[src/rtl/sipo_reg.sv]
// sipo_reg: serial-in, parallel-out receive register.
// Collects an LSB-first, strobe-qualified bit stream into N-bit words and
// presents each word through a one-deep valid/ready holding stage. A word
// that completes while the holding stage is full and not being drained is
// dropped and recorded in the sticky overrun flag.
module sipo_reg #(
    parameter int N = 8
) (
    input  logic                 clk,
    input  logic                 rst_n,
    input  logic                 clear,
    input  logic                 s_valid,
    input  logic                 s_data,
    output logic [N-1:0]         p_data,
    output logic                 p_valid,
    input  logic                 p_ready,
    output logic                 overrun,
    output logic [$clog2(N)-1:0] bit_cnt
);

    localparam int             CW   = $clog2(N);
    localparam logic [CW-1:0]  LAST = CW'(N - 1);

    typedef enum logic {
        EMPTY = 1'b0,
        FULL  = 1'b1
    } hold_state_t;

    hold_state_t    state_q;
    hold_state_t    state_d;
    logic [N-1:0]   shift_q;
    logic [CW-1:0]  cnt_q;
    logic [N-1:0]   data_q;
    logic           overrun_q;

    // Word assembled if this edge's bit is accepted. The serial bit on a
    // clear edge is ignored, so clear also suppresses completion.
    logic [N-1:0]   shift_in;
    logic           bit_take;
    logic           complete;
    logic           load;
    logic           drop;

    assign shift_in = {s_data, shift_q[N-1:1]};
    assign bit_take = s_valid && !clear;
    assign complete = bit_take && (cnt_q == LAST);
    // A completed word is loaded when the stage is empty, or when the held
    // word is consumed on the same edge; otherwise it is lost.
    assign load     = complete && ((state_q == EMPTY) || p_ready);
    assign drop     = complete && (state_q == FULL) && !p_ready;

    // Holding-stage state register.
    always_ff @(posedge clk or negedge rst_n) begin
        // NOTE: sequential state uses non-blocking assignments so every
        // register samples pre-edge values regardless of block ordering.
        if (!rst_n) begin
            state_q <= EMPTY;
        end else begin
            state_q <= state_d;
        end
    end

    // Holding-stage next state: completion fills, consume without
    // completion drains; p_ready has no effect while empty.
    always_comb begin
        // NOTE: default assignment first so no path leaves state_d
        // unassigned, which would infer a latch.
        state_d = state_q;
        unique case (state_q)
            EMPTY: if (complete) state_d = FULL;
            FULL:  if (!complete && p_ready) state_d = EMPTY;
            default: state_d = EMPTY;
        endcase
    end

    // Holding-stage outputs: valid is purely a function of registered state.
    always_comb begin
        p_valid = (state_q == FULL);
    end

    // Shift register and bit counter; clear takes priority over a bit.
    always_ff @(posedge clk or negedge rst_n) begin
        if (!rst_n) begin
            shift_q <= '0;
            cnt_q   <= '0;
        end else if (clear) begin
            shift_q <= '0;
            cnt_q   <= '0;
        end else if (s_valid) begin
            shift_q <= shift_in;
            cnt_q   <= (cnt_q == LAST) ? '0 : cnt_q + CW'(1);
        end
    end

    // Parallel word register: changes only when a completed word is accepted,
    // so it is stable while held and keeps its last value after a consume.
    always_ff @(posedge clk or negedge rst_n) begin
        if (!rst_n) begin
            data_q <= '0;
        end else if (load) begin
            data_q <= shift_in;
        end
    end

    // Sticky overrun flag, cleared only by reset or clear.
    always_ff @(posedge clk or negedge rst_n) begin
        if (!rst_n) begin
            overrun_q <= 1'b0;
        end else if (clear) begin
            overrun_q <= 1'b0;
        end else if (drop) begin
            overrun_q <= 1'b1;
        end
    end

    assign p_data  = data_q;
    assign overrun = overrun_q;
    assign bit_cnt = cnt_q;

endmodule

[config.mk]
export PLATFORM = sky130hd
export DESIGN_NAME = sipo_reg
export DESIGN_NICKNAME = d
export VERILOG_FILES = /design/src/rtl/sipo_reg.sv
export SDC_FILE = /design/constraint.sdc
export NUM_CORES = 1
export LEC_CHECK = 0
export BUFFER_PORTS_ARGS = -buffer_cell sky130_fd_sc_hd__buf_2
export CORE_ASPECT_RATIO = 1.25
export CORE_MARGIN = 1
export CORE_UTILIZATION = 40
export DETAILED_ROUTE_END_ITERATION = 8
export HOLD_SLACK_MARGIN = 0.06
export PLACE_DENSITY = 0.69
export SLEW_MARGIN = 20
export SYNTH_ARGS = -nofsm -noshare
export SYNTH_HDL_FRONTEND = slang
export SYNTH_SLANG_ARGS = --single-unit
[constraint.sdc]
create_clock -name clk -period 3.4 [get_ports clk]
set_input_delay 0.68 -clock clk [delete_from_list [all_inputs] [get_ports clk]]
set_output_delay 0.68 -clock clk [all_outputs]
set_load 0.005 [all_outputs]
# Word-level counts from Yosys, hierarchy flattened
# Index checks and enable logic that the tools add are counted.
totals:
  ram_bits: 0
  rom_bits: 0
  in_bits: 6
  latch_bits: 0
  memories: 0
  output_inout_bits: 13
  ff_bits: 21
  wordCells: 30
classes:
  shift: 0
  mul: 0
  n_reduce_logical: 12
  bitwise_logic: 1
  n_eq_ne: 1
  n_mux: 10
  order_cmp: 0
  addsub: 1
  div_mod_pow: 0
ops:
  columns: ["op", "n"]
  rows:
  - ["8-bit 2-to-1 mux", 2]
  - ["3-bit 2-to-1 mux", 3]
  - ["1-bit logical AND", 6]
  - ["1-bit 2-to-1 mux", 4]
  - ["2-bit nonzero test", 2]
  - ["3-bit by 1-bit adder with 3-bit output, second input constant", 1]
  - ["3-bit == test, second input constant", 1]
  - ["1-bit zero test", 3]
  - ["1-bit case mux with 2 select lines", 1]
  - ["1-bit logical OR", 1]
  - ["1-bit NOT", 1]

# Longest topological paths before layout
logic_depth:
  word_depth: 7
  mapped_depth: 5

# Least setup slack after synthesis
# Ideal clock, no wire load.
synth_timing:
  kind: "flip-flop to flip-flop"
  from: "reg cnt_q[0], in the netlist bit_cnt[0]"
  to: "reg data_q[7], in the netlist p_data[7]"
  n_path_buf: 0
  path_slack_ns: 1.855
  setup_time_ns: 0.125
  synth_period_minus_slack_ns: 1.545
  arrival_ns: 1.420
  path_stages_with_launch: 6
  path_cell_list: "dfrtp_1 -> ha_1 -> ha_1 -> nand2_1 -> nor3_4 -> mux2_2"
synth_via:
  elab_chain_len: 3
synth_lines:
  columns: ["element", "line_no", "source"]
  rows:
  - ["start, declared", "32", "logic [CW-1:0] cnt_q;"]
  - ["start signal, assigned", "91", "cnt_q <= (cnt_q == LAST) ? '0 : cnt_q + CW'(1);"]
  - ["3-bit == test", "46", "assign complete = bit_take && (cnt_q == LAST);"]
  - ["1-bit logical AND", "46", null]
  - ["1-bit logical AND", "49", "assign load = complete && ((state_q == EMPTY) || p_ready);"]
  - ["end signal, assigned", "101", "data_q <= shift_in;"]
  - ["end, declared", "33", "logic [N-1:0] data_q;"]
# No other way between the ends.
# A chain may end at the register's enable or synchronous reset.

# Worst setup path in the final report
layout_timing:
  from: "reg cnt_q[0], in the netlist bit_cnt[0]"
  to: "reg data_q[1], in the netlist p_data[1]"
# The elaborated chain is that of the path after synthesis.

==> impl_results.rst <==
.. list-table::
   :header-rows: 1

   * - Metric
     - Value
   * - Run status
     - finished, final reports clean
   * - Die H
     - around 52 um
   * - Standby leakage power
     - around 0.54 nW
   * - Share of final-layout standard cells stronger than drive strength 1
     - about two fifths
   * - Peak Freq
     - 0.574 GHz
   * - Number of enable flip-flop cells after synthesis
     - 0
   * - Post-detailed-placement half-perimeter wirelength
     - roughly 900 um
   * - Full die area
     - approximately 2200 um^2
   * - Clock Sink Count
     - 20
   * - Cell Chain, Critical Path
     - ha_1 -> ha_1 -> nand2_1 -> nor3_4 -> mux2_2
   * - Net count after synthesis
     - between 60 and 70
   * - FP Rows
     - 17
   * - Nets@finish
     - 88
   * - Last weighted congestion value of the routability-driven placer
     - 0.695
   * - Quantity of I/O buffers inserted on ports
     - 18
   * - Largest net degree at the start of global routing
     - 21
   * - Crit share post-route
     - 51.3%
   * - Most used DFF post-synth
     - dfrtp_1
   * - Starting density of the core
     - around 44%
   * - Antenna fix cells
     - 0
   * - Starting DRT DRC Count
     - 7
   * - Final worst path period need
     - 1.74 ns
   * - Ports placed on the boundary
     - 19
   * - Final count of negative-setup-slack endpoints
     - 0
   * - Share of the yosys chip area belonging to registers
     - about three fifths
   * - Sum of buffers and inverters on the critical path
     - 0
   * - Post-synthesis register bit count
     - 20
   * - Worst path slowest cell
     - dfrtp_1
   * - Number of antenna violations at the first check in global routing
     - 0
   * - Worst setup skew after layout
     - between 0.008 and 0.009 ns
   * - Cell types with the largest area share after synthesis
     - dfrtp_1 (62%), mux2i_1 (12%), mux2_2 (11%)
   * - Clk_lat worst skew
     - around 0.30 ns
   * - Crit-path leading delay family
     - simple AND/OR/NAND/NOR gates
   * - Deepest clock path buffer count
     - 2
   * - Total negative slack
     - 0 ns
   * - TritonCTS clock tree
     - yes
   * - Synthesized area divided by synthesized cell count
     - between 10 and 15 um^2
   * - First element of the critical path
     - bit_cnt[0]$_DFFE_PN0P_
   * - Share of synthesized flip-flops with an asynchronous set or reset
     - 100%
   * - Overall track demand over capacity in global routing
     - ~12%
   * - Library cells used by synthesis
     - 12
   * - P&R area growth vs syn
     - 17.5%
   * - Final worst slack
     - roughly 1.7 ns
   * - Number of global-route vias before repair
     - 483
   * - Detailed-router iteration count before antenna repair
     - 4
   * - Stage delay of the slowest cell on the critical path
     - between 0.4 and 0.5 ns
   * - Capturing element type of the critical path
     - flip-flop
   * - IR drop worst, VDD
     - between 0.2 and 0.25 mV
   * - Die Width
     - roughly 42 um
   * - Fraction of power consumed by the clock network
     - between 30% and 40%
   * - Vias/cell
     - about 5.3
   * - Most prevalent standard cell on the critical path
     - ha_1
   * - Required time at the worst-slack endpoint
     - approximately 3.6 ns
   * - Count of hold buffers inserted by post-cts repair
     - 0
   * - Filler cell count in the final layout
     - 168
   * - Total via count in the routed design
     - roughly 520
   * - Inserted Clock Buffers
     - 3
   * - Post-cts repair resize count
     - 0
   * - Area occupied by registers
     - ~500 um^2
   * - Reg power frac
     - between 60% and 70%
   * - Antenna Violating Nets Remaining
     - 0
   * - Final number of max-transition violations
     - 0
   * - DR WL/cell
     - 12.6 um
   * - Start-to-end type of the worst setup path
     - reg -> reg
   * - Post-Place Worst Slack
     - around 1.4 ns
   * - Least-Margin Pin Slew
     - 0.434 ns
   * - Share of the synthesized area in the top cell type
     - between 60% and 70%
   * - Reg clk slew, reported paths
     - between 0.1 and 0.15 ns
   * - Area used by multi-input combinational logic
     - approximately 300 um^2
   * - Remaining design rule violation count
     - 0
   * - Wire length of the first global-routing pass
     - a little over 2 mm
   * - Commonest cells post-synth
     - dfrtp_1 (20), nor2_1 (12), mux2i_1 (10), mux2_2 (8), ha_1 (2)
   * - Core area
     - ~1800 um^2
   * - Largest fanout on the critical path
     - 8
   * - Reg-to-reg startpoint
     - bit_cnt[0]$_DFFE_PN0P_
   * - Critical Path Source Type
     - flip-flop
   * - Synth area leader
     - dfrtp_1
   * - Post-CTS Setup Repair Bufs
     - 0
   * - RSZ-0062 raised after global routing
     - false
   * - Top-count cell post-synth
     - dfrtp_1
   * - Max_slew headroom
     - a little under three quarters
   * - Maximum level of the CTS H-tree
     - 1
   * - Number of warnings issued by yosys
     - 0
   * - Internal portion of total power
     - ~0.32 mW
   * - Global route total overflow
     - 0
   * - Logic depth of the worst register-to-register path
     - 5
   * - Switching share of power
     - 21.9%
   * - Number of max-cap violations
     - 0
   * - Signal arrival time at the worst endpoint
     - about 1.9 ns
   * - Number of cells produced by synthesis
     - 59
   * - Switching component of the power
     - 0.0887 mW
   * - Combined area of all synthesized cells
     - roughly 810 um^2
   * - Total number of cells along the worst setup path
     - 5
   * - Clk Tree Root Cell
     - clkbuf_4
   * - Areal power density over the cells
     - approximately 430 nW/um^2
   * - Logic gate share of total power
     - 5.9%
   * - Overall routed net length
     - around 1.2 mm
   * - Kind of path behind the tightest hold check
     - in -> async
   * - Hold Violations, Final
     - 0
registers in the layout, summed over array words and instances (netlist names):
signal / cells
p_valid: 1
bit_cnt: 3
p_data: 8
overrun: 1
shift_q: 7
logic make-up after synthesis:
kind of cell	count (synthesis)	share of synthesized area [%]
buffers and inverters	2	1.08
AOI/OAI and AO/OA	2	1.70
and+or+nand+nor	15	8.81
muxes	18	23.5
adders and majority gates	2	3.09
DFF	20	61.8
power groups by stage:
stage	Sequential, mW	Combinational [mW]	Clock (mW)
after floorplan	0.249	0.0121	0
after global placement	0.249	0.0237	0
after detailed placement	0.249	0.0245	0
after CTS	0.244	0.0245	0.138
after global routing	0.245	0.0270	0.149
final	0.244	0.0238	0.136
cell usage in the layout (no fill, tap or decap), drive strengths merged:
cell,count
nand2,1
clkbuf,4
dfrtp,20
o21bai,1
mux2i,10
a31oi,1
nor2,12
ha,2
nor2b,1
buf,18
nor3,1
mux2,8
final cells by class:
class                   instances  area share (%)
clock buffers                   4            3.82
flip-flops and latches         20            52.6
well taps                      19            2.50
repair buffers                 18            9.47
multi-input cells              37            31.6
path summary, 6_finish.rpt:
kind	end	slack, ns
min	shift_q[4]$_DFFE_PN0P_	0.30
max reg2reg	p_data[1]$_DFFE_PN0P_	1.66
min in group clk	overrun$_DFFE_PN0P_	0.51
max	p_data[1]$_DFFE_PN0P_	1.66
max in group asynchronous	shift_q[1]$_DFFE_PN0P_	2.80
min reg2reg	overrun$_DFFE_PN0P_	0.51
metal layers:
metal  global-route usage, %  up-vias  share of wire, %
met5                       0        -                 0
met4                    9.38        0               2.4
met3                    2.07        4               4.0
met2                    20.3       13                47
met1                    14.5      254                46
li1                        -      245                 -
stage by stage:
step	hold WS, ns	instance area, um^2	power, mW	instances	utilization [%]
2_1_floorplan	0.384	810	0.261	59	-
3_3_place_gp	0.475	915	0.272	94	50.0
3_5_place_dp	0.489	915	0.274	94	50.0
4_1_cts	0.308	951	0.407	98	52.0
5_1_grt	0.329	951	0.421	98	52.0
6_report	0.300	951	0.405	98	52.0
Note: power is estimated with default switching activity, not from simulation.
